**src/rtl/alu_reservation_station.sv**
```systemverilog
// ALU reservation station: holds ops until both operands arrive (dispatch bypass + CDB wakeup), issues lowest ready index.
// Latency: one cycle from accept (or wakeup) to exValid; ex* registers hold while exReady is low, and issueReady drops only when all slots are full.
module alu_reservation_station #(
   parameter int ENTRIES = 4,
   parameter int TAG_W   = 4,
   parameter int DATA_W  = 16,
   parameter int OP_W    = 4
) (
   input  logic                       clk,
   input  logic                       rst,
   input  logic                       issueValid,
   output logic                       issueReady,
   input  logic [OP_W-1:0]            issueOp,
   input  logic [TAG_W-1:0]           issueDestTag,
   input  logic                       issueSrc1Rdy,
   input  logic                       issueSrc2Rdy,
   input  logic [TAG_W-1:0]           issueSrc1Tag,
   input  logic [TAG_W-1:0]           issueSrc2Tag,
   input  logic [DATA_W-1:0]          issueSrc1Data,
   input  logic [DATA_W-1:0]          issueSrc2Data,
   input  logic                       cdbValid,
   input  logic [TAG_W-1:0]           cdbTag,
   input  logic [DATA_W-1:0]          cdbData,
   output logic                       exValid,
   input  logic                       exReady,
   output logic [OP_W-1:0]            exOp,
   output logic [TAG_W-1:0]           exDestTag,
   output logic [DATA_W-1:0]          exSrc1,
   output logic [DATA_W-1:0]          exSrc2,
   output logic [$clog2(ENTRIES):0]   occupancy
);

   localparam int IDX_W = $clog2(ENTRIES);
   localparam int OCC_W = IDX_W + 1;
   localparam logic [OCC_W-1:0] FULL_CNT = OCC_W'(ENTRIES);

   logic [ENTRIES-1:0] ent_vld;
   logic [ENTRIES-1:0] src1_rdy;
   logic [ENTRIES-1:0] src2_rdy;
   logic [OP_W-1:0]    ent_op   [ENTRIES];
   logic [TAG_W-1:0]   ent_dest [ENTRIES];
   logic [TAG_W-1:0]   src1_tag [ENTRIES];
   logic [TAG_W-1:0]   src2_tag [ENTRIES];
   logic [DATA_W-1:0]  src1_dat [ENTRIES];
   logic [DATA_W-1:0]  src2_dat [ENTRIES];

   logic [ENTRIES-1:0] eligible;
   logic [IDX_W-1:0]   alloc_idx;
   logic [IDX_W-1:0]   sel_idx;
   logic               sel_any;
   logic               alloc;
   logic               load;
   logic               take;
   logic               in1_rdy;
   logic               in2_rdy;
   logic [DATA_W-1:0]  in1_dat;
   logic [DATA_W-1:0]  in2_dat;

   assign issueReady = (occupancy < FULL_CNT);
   assign alloc      = issueValid && issueReady;
   assign eligible   = ent_vld & src1_rdy & src2_rdy;
   assign load       = !exValid || exReady;
   assign take       = load && sel_any;

   // An operand broadcast in the dispatch cycle would otherwise be missed forever.
   assign in1_rdy = issueSrc1Rdy || (cdbValid && (issueSrc1Tag == cdbTag));
   assign in2_rdy = issueSrc2Rdy || (cdbValid && (issueSrc2Tag == cdbTag));
   assign in1_dat = issueSrc1Rdy ? issueSrc1Data : cdbData;
   assign in2_dat = issueSrc2Rdy ? issueSrc2Data : cdbData;

   // Descending scans so the lowest index wins.
   always_comb begin
      alloc_idx = '0;
      sel_idx   = '0;
      sel_any   = 1'b0;
      for (int i = ENTRIES - 1; i >= 0; i--) begin
         if (!ent_vld[i]) begin
            alloc_idx = IDX_W'(i);
         end
         if (eligible[i]) begin
            sel_idx = IDX_W'(i);
            sel_any = 1'b1;
         end
      end
   end

   always_ff @(posedge clk) begin
      if (rst) begin
         for (int i = 0; i < ENTRIES; i++) begin
            ent_vld[i]  <= 1'b0;
            src1_rdy[i] <= 1'b0;
            src2_rdy[i] <= 1'b0;
            ent_op[i]   <= '0;
            ent_dest[i] <= '0;
            src1_tag[i] <= '0;
            src2_tag[i] <= '0;
            src1_dat[i] <= '0;
            src2_dat[i] <= '0;
         end
      end else begin
         for (int i = 0; i < ENTRIES; i++) begin
            if (alloc && (alloc_idx == IDX_W'(i))) begin
               ent_vld[i]  <= 1'b1;
               ent_op[i]   <= issueOp;
               ent_dest[i] <= issueDestTag;
               src1_rdy[i] <= in1_rdy;
               src2_rdy[i] <= in2_rdy;
               src1_tag[i] <= issueSrc1Tag;
               src2_tag[i] <= issueSrc2Tag;
               src1_dat[i] <= in1_dat;
               src2_dat[i] <= in2_dat;
            end else begin
               if (ent_vld[i] && !src1_rdy[i] && cdbValid && (src1_tag[i] == cdbTag)) begin
                  src1_rdy[i] <= 1'b1;
                  src1_dat[i] <= cdbData;
               end
               if (ent_vld[i] && !src2_rdy[i] && cdbValid && (src2_tag[i] == cdbTag)) begin
                  src2_rdy[i] <= 1'b1;
                  src2_dat[i] <= cdbData;
               end
               if (take && (sel_idx == IDX_W'(i))) begin
                  ent_vld[i] <= 1'b0;
               end
            end
         end
      end
   end

   always_ff @(posedge clk) begin
      if (rst) begin
         exValid   <= 1'b0;
         exOp      <= '0;
         exDestTag <= '0;
         exSrc1    <= '0;
         exSrc2    <= '0;
         occupancy <= '0;
      end else begin
         if (load) begin
            exValid <= sel_any;
            if (sel_any) begin
               exOp      <= ent_op[sel_idx];
               exDestTag <= ent_dest[sel_idx];
               exSrc1    <= src1_dat[sel_idx];
               exSrc2    <= src2_dat[sel_idx];
            end
         end
         occupancy <= occupancy + OCC_W'(alloc) - OCC_W'(take);
      end
   end

endmodule

```
**config.mk**
```make
export PLATFORM = sky130hd
export DESIGN_NAME = alu_reservation_station
export DESIGN_NICKNAME = d
export VERILOG_FILES = /design/src/rtl/alu_reservation_station.sv
export SDC_FILE = /design/constraint.sdc
export NUM_CORES = 1
export LEC_CHECK = 0
export BUFFER_PORTS_ARGS = -buffer_cell sky130_fd_sc_hd__buf_2
export CAP_MARGIN = 20
export CORE_UTILIZATION = 30
export CTS_CLUSTER_SIZE = 24
export DETAILED_ROUTE_END_ITERATION = 10
export SLEW_MARGIN = 25
export SYNTH_ARGS = -nofsm -noshare
export SYNTH_HDL_FRONTEND = slang
export SYNTH_SLANG_ARGS = --single-unit
```
**constraint.sdc**
```tcl
create_clock -name clk -period 4 [get_ports clk]
set_input_delay 0.4 -clock clk [delete_from_list [all_inputs] [get_ports clk]]
set_output_delay 0.4 -clock clk [all_outputs]
set_load 0.01 [all_outputs]
```
==> flow_summary_export.csv, run 1 <==
group,metric,value,unit
run_status,status,"finished clean",
clocking,cts_inserted_buffers,27,
power,p_clk_share,38.3,%
critical_path,crit_type,"reg -> reg",
sta,worst_pin_slew,1.01,ns
critical_path,cpMostUsedCell,"nor2_1",
grt,antenna_found_initial,6,
detailed_routing,detail-route-antenna-nets,0,
critical_path,path_cells,"nand3b_4, nor2_1, buf_4, nor2_1, inv_1, o32ai_4, a22o_1",
critical_path,reg2reg_depth,7,
power,vdd.ir_drop.worst,0.000289,V
clocking,htreeDepth,1,
cells_and_area,design_area,13600,um^2
floorplan,dieHeight,200,um
grt,grt_pass1_wl,54.8,mm
power,power.density,452,nW/um^2
run,timing.max_cap.violations,0,
critical_path,arrival,2.90,ns
critical_path,rr_endpoint,"src2_dat[3][3]$_DFFE_PP_",
synthesis,yosysWarningCount,0,
power,p_sw_share,25.3,%
clocking,cts_tree,"yes",
cells_and_area,fin_util,35.3,%
clocking,clkTransAtPathRegs,0.06,ns
clocking,clk_latency,0.54,ns
floorplan,core_area,38600,um^2
detailed_routing,via_per_inst,5.38,
place,io_buffers,119,
place,pre_cts_slack,1.25,ns
grt,overflow,0,
critical_path,critPathMaxFanout,21,
power,p_sw,0.00156,W
floorplan,die_area,40000,um^2
power,p_leak,5.28,nW
sta,fmax,0.383,GHz
grt,grtUsageTotal,18.3,%
synthesis,synthCells,1040,
critical_path,max_stage_delay,0.57,ns
clocking,ctsHoldBuffers,0,
critical_path,start_kind,"flop",
synthesis,ys_ff_latch,248,
cells_and_area,seqCellArea,6890,um^2
place,gp_congestion,0.893,
sta,period_minus_slack,2.61,ns
critical_path,cp_slowest_cell,"dfxtp_1",
floorplan,die_x,200,um
clocking,cts-resized-gates,0,
synthesis,ys_seq_area_share,58.5,%
power,power.share.sequential,50.7,%
clocking,clock_sinks,248,
sta,rsz0062_at_grt,"no",
detailed_routing,drtIter0Drc,769,
floorplan,rows,72,
sta,fin_worst_skew,0.0121,ns
clocking,clk_path_buf_depth,3,
grt,grt_max_degree,64,
place,dp.final_hpwl,23.9,mm
detailed_routing,dr.pass1.iters,5,
synthesis,ys.flop_type,"edfxtp_1",
clocking,cts-root-buf,"clkbuf_16",
place,placed_area,12800,um^2
floorplan,start_util,30.4,%
cells_and_area,multi_input_area,4390,um^2
detailed_routing,drc,0,
sta,fin_crit_sh,65.2,%
sta,slew_viol_final,0,
worst_hold_path,hold_path.class,"in -> reg",
sta,finalHoldViolCount,0,
detailed_routing,drt-total-wl,36.8,mm
cells_and_area,layout-drive-gt1-share,18.0,%
detailed_routing,vias,8931,
critical_path,r2r_start,"ent_vld[0]$_SDFFE_PP0P_",
critical_path,crit_end,"src2_dat[3][3]$_DFFE_PP_",
critical_path,crit_path_end_kind,"flop",
cells_and_area,areaGrowthSynthToFinish,15.9,%
synthesis,synthArstFlopShare,0,%
synthesis,netlist_area,11800,um^2
cells_and_area,fill_cells,3807,
critical_path,r2r_slack,1.39,ns
critical_path,cp.required,4.29,ns
synthesis,syn_area_per_cell,11.3,um^2
synthesis,synth_edf_count,192,
power,combPwrFrac,11.0,%
clocking,post-cts-setup-buffers,0,
sta,slew_headroom,32.7,%
synthesis,syn_nets,1118,
sta,worst_slack,1.39,ns
grt,grt_pass1_vias,8668,
cells_and_area,final_nets,1194,
sta,tns,0,ns
synthesis,synth_cell_types,60,
critical_path,crit_start,"ent_vld[0]$_SDFFE_PP0P_",
sta,setup_viol,0,
power,intPower,0.00461,W
floorplan,pin_count,120,
detailed_routing,avgRoutedWirePerCell,22.2,um
[layer usage]
metal,share of wire [%],vias up,GRT usage (%)
met5,0.054,-,0
met4,2.9,4,6.16
met3,7.1,65,2.69
met2,47,378,30.4
met1,42,4421,24.5
li1,-,4063,-
[kinds of logic after synthesis]
family,count (synthesis),synth area share (%)
buffers and inverters,123,4.60
XOR/XNOR,42,3.13
AO/OA/AOI/OAI,361,21.8
AND/OR/NAND/NOR,263,11.6
adder cells (fa/ha/maj),3,0.383
flip-flops,248,58.5
[flip-flops by register name, indices dropped and copies added (netlist names), 16 cells and up]
signal	count
src2_tag	16
ent_op	16
src1_dat	64
src1_tag	16
ent_dest	16
exSrc2	16
src2_dat	64
exSrc1	16
[layout make-up]
type	instances	area share, %
Sequential cell	248	50.5
Multi-Input combinational cell	669	32.2
Timing Repair Buffer	143	5.74
Clock buffer	39	5.43
Tap cell	518	4.75
Inverter	27	0.743
Clock inverter	11	0.587
Antenna cell	4	0.0734
[Yosys cell counts, drive strengths merged (3+ instances only)]
cell type | instances | area, um^2
edfxtp | 192 | 5770
nand2 | 104 | 390
a22o | 79 | 692
o21ai | 78 | 390
clkbuf | 69 | 260
and2 | 65 | 407
a21oi | 63 | 315
dfxtp | 56 | 1120
a31oi | 42 | 263
o221ai | 40 | 350
nor2 | 28 | 113
buf | 27 | 180
inv | 26 | 97.6
xnor2 | 23 | 201
and3 | 19 | 119
xor2 | 19 | 166
a21o | 17 | 128
o31ai | 17 | 128
nand3 | 13 | 70.1
nor3 | 10 | 55.1
or3 | 7 | 68.8
o32ai | 5 | 119
nor2b | 4 | 25.0
nand3b | 3 | 35.0
[worst min-delay path by stage]
stage                                        startpoint                    endpoint  slack, ns  depth (start not counted)
after floorplan            ent_dest[0][0]$_SDFFCE_PN0P_   exDestTag[0]$_SDFFE_PP0P_       0.48                          2
after global placement    src1_dat[0][10]$_SDFFCE_PN0P_     exSrc1[10]$_SDFFE_PP0P_       0.49                          2
after detailed placement   src2_dat[0][4]$_SDFFCE_PN0P_      exSrc2[4]$_SDFFE_PP0P_       0.50                          2
after CTS                                    issueOp[3]  ent_op[2][3]$_SDFFCE_PN0P_       0.18                          2
after global routing                         issueOp[3]  ent_op[1][3]$_SDFFCE_PN0P_       0.20                          2
final                                        issueOp[3]  ent_op[2][3]$_SDFFCE_PN0P_       0.18                          2
[power groups by stage]
stage,Sequential (W),Clock [W],Combinational (W)
5_1_grt,0.00315,0.00249,0.000741
3_3_place_gp,0.00318,0,0.000662
3_5_place_dp,0.00318,0,0.000681
6_report,0.00313,0.00236,0.000678
4_1_cts,0.00313,0.00239,0.000683
2_1_floorplan,0.00316,0,0.000416
[stage by stage]
stage	hold WS (ns)	instances	power, W
after floorplan	0.477	1040	0.00357
after global placement	0.486	1604	0.00384
after detailed placement	0.495	1605	0.00386
after CTS	0.177	1655	0.00620
after global routing	0.196	1655	0.00638
final	0.180	1659	0.00617
[placed cells by master (no fill, tap or decap), types with 10 or more instances in the layout]
master / synthesis / final
o221ai_1: 40 / 40
buf_4: 6 / 23
inv_1: 26 / 26
a31oi_1: 42 / 42
o21ai_0: 74 / 70
a21oi_1: 63 / 63
a21o_1: 17 / 17
nor2_1: 25 / 25
nand3_1: 12 / 12
and3_1: 19 / 19
edfxtp_1: 192 / 192
clkbuf_16: 0 / 27
and2_1: 65 / 65
xnor2_1: 23 / 23
nand2_1: 104 / 104
buf_2: 9 / 119
a22o_1: 79 / 79
dfxtp_1: 56 / 56
clkbuf_1: 68 / 10
o31ai_1: 17 / 15
xor2_1: 19 / 19
[critical path: cells and delay by family, from the launching register on]
kind	cells	cell delay (ns)
buffers and inverters	2	0.79
AO/OA/AOI/OAI	2	0.59
flip-flops	1	0.57
AND/OR/NAND/NOR	3	0.41
Note: power is estimated with default switching activity, not from simulation.
==> inputs of run 2 (changes only) <==
==> constraint.sdc (replaced) <==
create_clock -name clk -period 2.2 [get_ports clk]
set_input_delay 0.22 -clock clk [delete_from_list [all_inputs] [get_ports clk]]
set_output_delay 0.22 -clock clk [all_outputs]
set_load 0.01 [all_outputs]
==> flow_summary_export.csv, run 2 (same netlist as run 1, synthesis figures left out) <==
group,metric,value,unit
run_status,status,"finished clean",
floorplan,die_x,200,um
place,gp_congestion,0.873,
critical_path,r2r_start,"ent_vld[1]$_SDFFE_PP0P_",
critical_path,cp_slowest_cell,"o32ai_4",
cells_and_area,design_area,14300,um^2
critical_path,rr_endpoint,"src2_dat[1][14]$_SDFFCE_PN0P_",
power,power.density,812,nW/um^2
sta,finalHoldViolCount,0,
cells_and_area,layout.cells.most_common_list,"edfxtp_1 (192), buf_2 (119), nand2_1 (104)",
clocking,clk_latency,0.54,ns
clocking,clock_sinks,248,
sta,slew_viol_final,0,
critical_path,worstPathBufferInverterCount,1,
grt,grtUsageTotal,19.0,%
cells_and_area,layout-drive-gt1-share,21.5,%
floorplan,dieHeight,200,um
clocking,clkTransAtPathRegs,0.06,ns
sta,slew_headroom,47.2,%
critical_path,start_kind,"flop",
critical_path,crit_cells,5,
detailed_routing,drtIter0Drc,770,
cells_and_area,mostFrequentLayoutCell,"edfxtp_1",
clocking,cts_tree,"yes",
grt,antenna_found_initial,5,
clocking,cts_inserted_buffers,26,
floorplan,pin_count,120,
power,total_power,0.0116,W
cells_and_area,areaGrowthSynthToFinish,21.5,%
detailed_routing,drc,0,
place,io_buffers,119,
floorplan,die_area,40000,um^2
sta,rsz0062_at_grt,"no",
place,dp_cells,1643,
grt,grt_max_degree,45,
place,placed_area,13300,um^2
critical_path,crit_family,"compound AO/OA/AOI/OAI gates",
critical_path,crit_type,"reg -> reg",
grt,grt_pass1_wl,56.5,mm
cells_and_area,final_cell_count_no_fill,1702,
critical_path,critPathMaxFanout,16,
cells_and_area,seqCellArea,6890,um^2
detailed_routing,drt-total-wl,38.1,mm
critical_path,r2r_slack,0.1,ns
cells_and_area,fill_cells,3785,
power,vdd.ir_drop.worst,0.000443,V
floorplan,rows,72,
critical_path,crit_end,"src2_dat[1][14]$_SDFFCE_PN0P_",
sta,fin_worst_skew,0.0110,ns
floorplan,core_area,38600,um^2
critical_path,reg2reg_depth,5,
critical_path,cp.required,2.60,ns
sta,setup_viol,0,
cells_and_area,final_nets,1240,
run,timing.max_cap.violations,0,
clocking,cts-root-buf,"clkbuf_16",
grt,overflow,0,
critical_path,arrival,2.50,ns
sta,fin_crit_sh,95.5,%
worst_hold_path,hold_path.class,"in -> reg",
power,p_leak,5.61,nW
critical_path,crit_path_end_kind,"flop",
sta,fmax,0.476,GHz
cells_and_area,multi_input_area,4430,um^2
detailed_routing,detail-route-antenna-nets,0,
grt,grt_pass1_vias,9068,
detailed_routing,dr.pass1.iters,5,
sta,period_minus_slack,2.10,ns
cells_and_area,fin_util,37.0,%
sta,worst_pin_slew,0.793,ns
clocking,clk_path_buf_depth,3,
clocking,htreeDepth,1,
detailed_routing,avgRoutedWirePerCell,22.4,um
cells_and_area,largest_registers,"src1_dat: 64 flops, src2_dat: 64 flops",
floorplan,start_util,30.4,%
critical_path,max_stage_delay,0.67,ns
detailed_routing,via_per_inst,5.35,
place,dp.final_hpwl,24.5,mm
detailed_routing,vias,9104,
critical_path,path_cells,"buf_4, nand2_1, or3_4, o32ai_4, a22o_1",
critical_path,crit_start,"ent_vld[1]$_SDFFE_PP0P_",
## run 2: cell count changes in the layout (fill, tap and decap cells not counted), sizes merged, moves of 2 or more
cell	before	now
buf	143	181
dlygate4sd3	0	9
clkbuf	39	37
diode	4	2
## run 2: worst reg2reg max path, cell delays in order, from the launching register on
cell and delay [ns]:
dfxtp_1 0.38, buf_4 0.18, nand2_1 0.09, or3_4 0.40
o32ai_4 0.67, a22o_1 0.24
## run 2: through the flow
stage	hold slack [ns]	setup WS, ns	setup TNS (ns)
detailed placement	0.492	-0.0115	-0.0402
finish	0.0237	0.0992	0
global placement	0.488	0.0262	0
global route	0.0128	0.0166	0
floorplan	0.405	0.0132	0
CTS	0.00299	0.0427	0
## run 2: final cells by class
type                    count  area share, %
flip-flops and latches    248           48.2
clock buffers              37           5.41
inverters                  27          0.709
multi-input cells         669           30.9
well taps                 518           4.53
diodes                      2         0.0350
clock inverters            11          0.752
repair buffers            190           9.45
## run 2: power breakdown
part / total [W] / internal, W / switching, W
clock network: 0.00454 / 0.00267 / 0.00187
registers: 0.00566 / 0.00552 / 0.000142
logic: 0.00141 / 0.000531 / 0.000880
total: 0.0116 / 0.00872 / 0.00289
## run 2: worst min path at each step
stage / from / end / slack (ns) / cells after the start
detailed placement: src1_dat[0][14]$_SDFFCE_PN0P_ / exSrc1[14]$_SDFFE_PP0P_ / 0.49 / 2
floorplan: issueSrc1Data[0] / src1_dat[3][0]$_DFFE_PP_ / 0.41 / 2
finish: issueSrc1Data[0] / src1_dat[3][0]$_DFFE_PP_ / 0.02 / 3
global placement: ent_dest[0][3]$_SDFFCE_PN0P_ / exDestTag[3]$_SDFFE_PP0P_ / 0.49 / 2
global route: issueSrc2Data[4] / src2_dat[3][4]$_DFFE_PP_ / 0.01 / 2
CTS: issueSrc1Data[0] / src1_dat[3][0]$_DFFE_PP_ / 0.003 / 3
## run 2: routing by layer
metal | track usage (%) | up-vias | part of all wire, %
met2 | 32.1 | 372 | 47
met4 | 5.97 | 4 | 2.9
met5 | 0 | - | 0.074
met3 | 3.60 | 58 | 8.0
met1 | 24.7 | 4507 | 42
li1 | - | 4163 | -
## run 2: timing repair
item,CTS,global route
hold buffers,9,0
hold endpoints to repair,23,0
buffers inserted,0,0
gates resized for setup,2,2
setup endpoints to repair,25,32
